<file path="config.mk">
export PLATFORM = sky130hd
export DESIGN_NAME = instr_encoder
export DESIGN_NICKNAME = d
export VERILOG_FILES = /design/src/rtl/instr_encoder.sv
export SDC_FILE = /design/constraint.sdc
export NUM_CORES = 1
export LEC_CHECK = 0
export ABC_AREA = 0
export BUFFER_PORTS_ARGS = -buffer_cell sky130_fd_sc_hd__buf_4
export CORE_MARGIN = 4
export CORE_UTILIZATION = 46
export DETAILED_ROUTE_END_ITERATION = 10
export PLACE_DENSITY = 0.8
export SYNTH_ARGS = -nofsm -noshare
export SYNTH_HDL_FRONTEND = slang
export SYNTH_SLANG_ARGS = --single-unit
</file>
<file path="constraint.sdc">
create_clock -name clk -period 2.2 [get_ports clk]
set_input_delay 0.44 -clock clk [delete_from_list [all_inputs] [get_ports clk]]
set_output_delay 0.44 -clock clk [all_outputs]
set_load 0.005 [all_outputs]
</file>
<file path="src/rtl/instr_encoder.sv">
// Instruction encoder: turns mnemonic + operand requests into 32-bit MIPS-style
// words and writes them sequentially into an instruction memory starting at
// BASE_ADDR. The final memory slot is always reserved for a SYSCALL terminator.
module instr_encoder #(
   parameter int          DEPTH_LOG2 = 10,
   parameter logic [31:0] BASE_ADDR  = 32'h0
) (
   input  logic                  clk,
   input  logic                  rst_n,
   input  logic                  in_valid,
   output logic                  in_ready,
   input  logic [3:0]            op,
   input  logic [4:0]            rs,
   input  logic [4:0]            rt,
   input  logic [4:0]            rd,
   input  logic [15:0]           imm,
   input  logic [25:0]           target,
   input  logic                  finish,
   output logic                  mem_we,
   output logic [31:0]           mem_addr,
   output logic [31:0]           mem_wdata,
   output logic [DEPTH_LOG2:0]   count,
   output logic                  done,
   output logic                  err
);

   typedef enum logic [1:0] {IDLE, WRITE, DONE} state_t;

   localparam logic [31:0]         SYSCALL_WORD = 32'h0000_000C;
   localparam logic [DEPTH_LOG2:0] LAST_SLOT    = {1'b0, {DEPTH_LOG2{1'b1}}};
   localparam logic [DEPTH_LOG2:0] COUNT_ONE    = {{DEPTH_LOG2{1'b0}}, 1'b1};

   state_t      state;
   logic        fin_pend;   // the word in flight is the terminator
   logic        accept;
   logic        last_slot;
   logic [31:0] word_addr;

   // Mnemonics 12-15 have no encoding.
   function automatic logic op_valid(input logic [3:0] f_op);
      return f_op <= 4'd11;
   endfunction

   // Field packing for every defined mnemonic. JR forces rt/rd to zero;
   // NOOP and SYSCALL ignore all operands.
   function automatic logic [31:0] encode(
      input logic [3:0]  f_op,
      input logic [4:0]  f_rs,
      input logic [4:0]  f_rt,
      input logic [4:0]  f_rd,
      input logic [15:0] f_imm,
      input logic [25:0] f_tgt
   );
      logic [31:0] w;
      w = 32'h0;
      case (f_op)
         4'd1:    w = {6'b100011, f_rs, f_rt, f_imm};
         4'd2:    w = {6'b101011, f_rs, f_rt, f_imm};
         4'd3:    w = {6'b000010, f_tgt};
         4'd4:    w = {6'b000011, f_tgt};
         4'd5:    w = {6'b000101, f_rs, f_rt, f_imm};
         4'd6:    w = {6'b001110, f_rs, f_rt, f_imm};
         4'd7:    w = {6'b000000, f_rs, 5'd0, 5'd0, 5'd0, 6'b001000};
         4'd8:    w = {6'b000000, f_rs, f_rt, f_rd, 5'd0, 6'b100000};
         4'd9:    w = {6'b000000, f_rs, f_rt, f_rd, 5'd0, 6'b100010};
         4'd10:   w = {6'b000000, f_rs, f_rt, f_rd, 5'd0, 6'b101010};
         4'd11:   w = SYSCALL_WORD;
         default: w = 32'h0;
      endcase
      return w;
   endfunction

   // in_ready is registered and only ever high in IDLE, so it also gates acceptance.
   assign accept    = in_valid & in_ready;
   assign last_slot = (count == LAST_SLOT);
   assign word_addr = BASE_ADDR + ({{(31 - DEPTH_LOG2){1'b0}}, count} << 2);

   // Control FSM with registered handshake, memory-write and status outputs.
   always_ff @(posedge clk or negedge rst_n) begin
      if (!rst_n) begin
         state     <= IDLE;
         in_ready  <= 1'b0;
         mem_we    <= 1'b0;
         mem_addr  <= BASE_ADDR;
         mem_wdata <= 32'h0;
         count     <= '0;
         done      <= 1'b0;
         err       <= 1'b0;
         fin_pend  <= 1'b0;
      end else begin
         case (state)
            IDLE: begin
               in_ready <= 1'b1;
               if (accept) begin
                  if (finish || last_slot) begin
                     // Terminator path: program end or the reserved last slot.
                     mem_wdata <= SYSCALL_WORD;
                     mem_addr  <= word_addr;
                     mem_we    <= 1'b1;
                     in_ready  <= 1'b0;
                     fin_pend  <= 1'b1;
                     state     <= WRITE;
                     if (!finish) err <= 1'b1;
                  end else if (!op_valid(op)) begin
                     // Consumed but not written; stay ready for the next request.
                     err <= 1'b1;
                  end else begin
                     mem_wdata <= encode(op, rs, rt, rd, imm, target);
                     mem_addr  <= word_addr;
                     mem_we    <= 1'b1;
                     in_ready  <= 1'b0;
                     fin_pend  <= 1'b0;
                     state     <= WRITE;
                  end
               end
            end
            WRITE: begin
               mem_we <= 1'b0;
               count  <= count + COUNT_ONE;
               if (fin_pend) begin
                  state    <= DONE;
                  done     <= 1'b1;
                  in_ready <= 1'b0;
               end else begin
                  state    <= IDLE;
                  in_ready <= 1'b1;
               end
            end
            DONE: begin
               in_ready <= 1'b0;
               mem_we   <= 1'b0;
               done     <= 1'b1;
            end
            default: begin
               state    <= IDLE;
               in_ready <= 1'b0;
               mem_we   <= 1'b0;
            end
         endcase
      end
   end

endmodule

</file>
==> run_results.csv <==
group,metric,value,unit
place,gp_congestion,0.837,
clock_network,cts_buffer_depth,2,
yosys,synth-main-ff-cell,"dfrtp_1",
routing,route.detailed.drc,0,
yosys,syn_inst,257,
setup_path,cpPeakStageDelay,0.44,ns
routing,first_pass_iters,5,
yosys,synth_cell_types,45,
timing,rsz0062_at_grt,"false",
finish,final_util,0.640,
setup_path,cp_cell_sequence,"ha_1 > and4b_1 > nand4_2 > a21o_4 > inv_1 > o221a_2",
timing,relSlewSlack,0.516,
setup_path,startpoint_type,"flip-flop",
routing,drt_wl_total,7590,µm
setup_path,worst-path-buf-inv,1,
clock_network,path_clk_slew,0.07,ns
power_and_ir_drop,p_per_area,883,nW/µm²
floorplan,initial_core_util,0.475,
floorplan,row_count,29,
floorplan,dieHeight,89.0,µm
setup_path,crit_path_start,"count[1]$_DFFE_PN0P_",
place,post-place-cells,449,
finish,synthToLayoutAreaGrowth,34.6,%
clock_network,cts_sinks,60,
yosys,ys_seq_area_frac,0.498,
timing,fin_setup_tns,0,ns
clock_network,cts_setup_buffers,0,
clock_network,clk_root_buffer_cell,"clkbuf_8",
timing,worst_pin_slew,0.727,ns
setup_path,worstPathRequired,2.42,ns
setup_path,r2r_setup_slack,0.28,ns
timing,slew_violations,0,
yosys,synth-edff-count,0,
setup_path,cp-endpoint,"mem_wdata[3]$_DFFE_PN0P_",
grt,antenna_found_initial,0,
clock_network,cts_tree,"built",
clock_network,clk_latency,0.33,ns
setup_path,cp-end-kind,"flip-flop",
grt,grt_remaining_overflow,0,
floorplan,die-area,7920,µm²
setup_path,cp_slowest_cell,"dfrtp_1",
clock_network,cts_resized,0,
floorplan,pin_count,144,
finish,final_cells,465,
setup_path,crit_arrival,2.13,ns
yosys,ys_ff_latch,60,
setup_path,crit_type,"reg -> reg",
yosys,syn_area,3020,µm²
finish,drive_gt1_frac,0.420,
finish,antenna_cells,0,
job,maxCapViolCount,0,
min_path,min_path_type,"in -> async",
finish,layout.nets,453,
setup_path,r2r_cells,6,
outcome,status,"completed",
clock_network,htreeDepth,3,
yosys,yosysWarnings,0,
setup_path,path_delay_family,"compound AO/OA/AOI/OAI gates",
timing,hold_viol,0,
place,hpwl,5590,µm
floorplan,core-area,6350,µm²
setup_path,crit_fanout,30,
grt,grtUsageTotal,0.189,
routing,ant_nets,0,
routing,first_iter_violations,138,
place,portBuffers,121,
grt,grt_max_degree,61,
floorplan,fp.dieW,89.0,µm
power_and_ir_drop,power.leakage,2.03,nW
timing,max_clock_freq,522,MHz
setup_path,crit_cells,6,
routing,wl_per_cell,16.3,µm
finish,fin_area,4060,µm²
place,placed_area,3900,µm²
clock_network,numCtsBuffers,9,
routing,via_per_inst,5.32,
yosys,synth.avg_cell_area,11.7,µm²
grt,grt_pass1_wl,11600,µm
routing,vias,2475,
setup_path,r2r-end,"mem_wdata[3]$_DFFE_PN0P_",
power_and_ir_drop,ir_worst_vdd,548,µV
yosys,synth-async-reset-ratio,1.00,
setup_path,worstReg2RegStart,"count[1]$_DFFE_PN0P_",
timing,fin_skew,0.00883,ns
clock_network,hold_buffers,0,
grt,first_global_vias,2389,
timing,layout_min_cycle_time,1.92,ns
timing,setup_viol,0,
timing,period_share,0.871,
cells by family (layout without fill, tap and decap cells):
family	Yosys count	count (layout)	synth area share
adders and majority gates	5	5	0.0207
other	1	22	0.00124
and+or+nand+nor	44	44	0.0804
AOI/OAI and AO/OA	79	79	0.212
buffers and inverters	44	154	0.0995
DFF	60	60	0.498
xor gates and xnor gates	12	12	0.0348
muxes	12	12	0.0535
metal layers:
layer	GRT usage	part of all wire
met3	0.0424	0.062
met5	0	0
met4	0.0595	0.013
met1	0.248	0.41
met2	0.312	0.51
placed cells by master (no fill, tap or decap), types with 3 or more instances in the layout:
cell | synthesis | final
a21oi_1 | 7 | 7
dfrtp_1 | 60 | 60
buf_4 | 22 | 130
nor2_1 | 9 | 9
mux2_2 | 5 | 5
xor2_1 | 6 | 6
inv_1 | 8 | 8
o21ai_0 | 4 | 4
a32oi_1 | 5 | 5
a211oi_1 | 5 | 5
nand4_1 | 3 | 3
nand2_1 | 14 | 14
clkbuf_8 | 3 | 10
ha_1 | 5 | 5
xnor2_1 | 6 | 6
a22oi_1 | 12 | 12
mux2_4 | 7 | 7
a222oi_1 | 5 | 5
o2bb2ai_1 | 29 | 29
conb_1 | 1 | 22
clkbuf_1 | 5 | 4
worst min-delay path by stage:
| stage | from | endpoint | slack (ns) | cells after the start |
|---|---|---|---|---|
| floorplan | rst_n | count[0]$_DFFE_PN0P_ | 0.14 | 0 |
| global placement | err$_DFFE_PN0P_ | err$_DFFE_PN0P_ | 0.46 | 1 |
| detailed placement | err$_DFFE_PN0P_ | err$_DFFE_PN0P_ | 0.46 | 1 |
| CTS | rst_n | mem_addr[12]$_DFFE_PN0P_ | 0.20 | 1 |
| global route | rst_n | mem_addr[12]$_DFFE_PN0P_ | 0.22 | 1 |
| finish | rst_n | mem_addr[2]$_DFFE_PN0P_ | 0.17 | 1 |
layout make-up:
class	instances	area, µm²
fill	512	2290
sequential	60	1500
multi-input combinational	174	1290
timing repair buffer	130	976
clock buffer	14	153
tap	77	96.3
inverter	8	30.0
clock inverter	2	10.0
flip-flops by register name (all words and copies together), names as in the netlist:
| signal | count |
|---|---|
| done | 1 |
| mem_addr | 11 |
| err | 1 |
| in_ready | 1 |
| mem_we | 1 |
| mem_wdata | 31 |
| count | 11 |
| state | 2 |
| fin_pend | 1 |
synth_stat cells (5+ instances only):
cell | instances | area share
inv_1 | 8 | 0.010
clkbuf_1 | 5 | 0.0062
a211oi_1 | 5 | 0.012
mux2_4 | 7 | 0.035
buf_4 | 22 | 0.055
mux2_2 | 5 | 0.019
dfrtp_1 | 60 | 0.50
nand2_1 | 14 | 0.017
a22oi_1 | 12 | 0.030
a222oi_1 | 5 | 0.017
xnor2_1 | 6 | 0.017
o2bb2ai_1 | 29 | 0.084
a21oi_1 | 7 | 0.012
xor2_1 | 6 | 0.017
buf_2 | 5 | 0.0083
ha_1 | 5 | 0.021
a32oi_1 | 5 | 0.015
nor2_1 | 9 | 0.011
power by group:
part	internal, W	leakage, nW	switching, W
clock network	0.000438	0.0844	0.000400
logic	0.000679	1.15	0.000487
registers	0.00137	0.795	0.000212
total	0.00249	2.03	0.00110
stage by stage:
stage	total power [W]	setup slack, ns	hold slack (ns)
floorplan	0.00219	0.372	0.144
global placement	0.00274	0.256	0.460
detailed placement	0.00278	0.173	0.464
CTS	0.00363	0.269	0.198
global route	0.00381	0.138	0.222
finish	0.00359	0.284	0.168
Power figures use the tool's default switching activity.
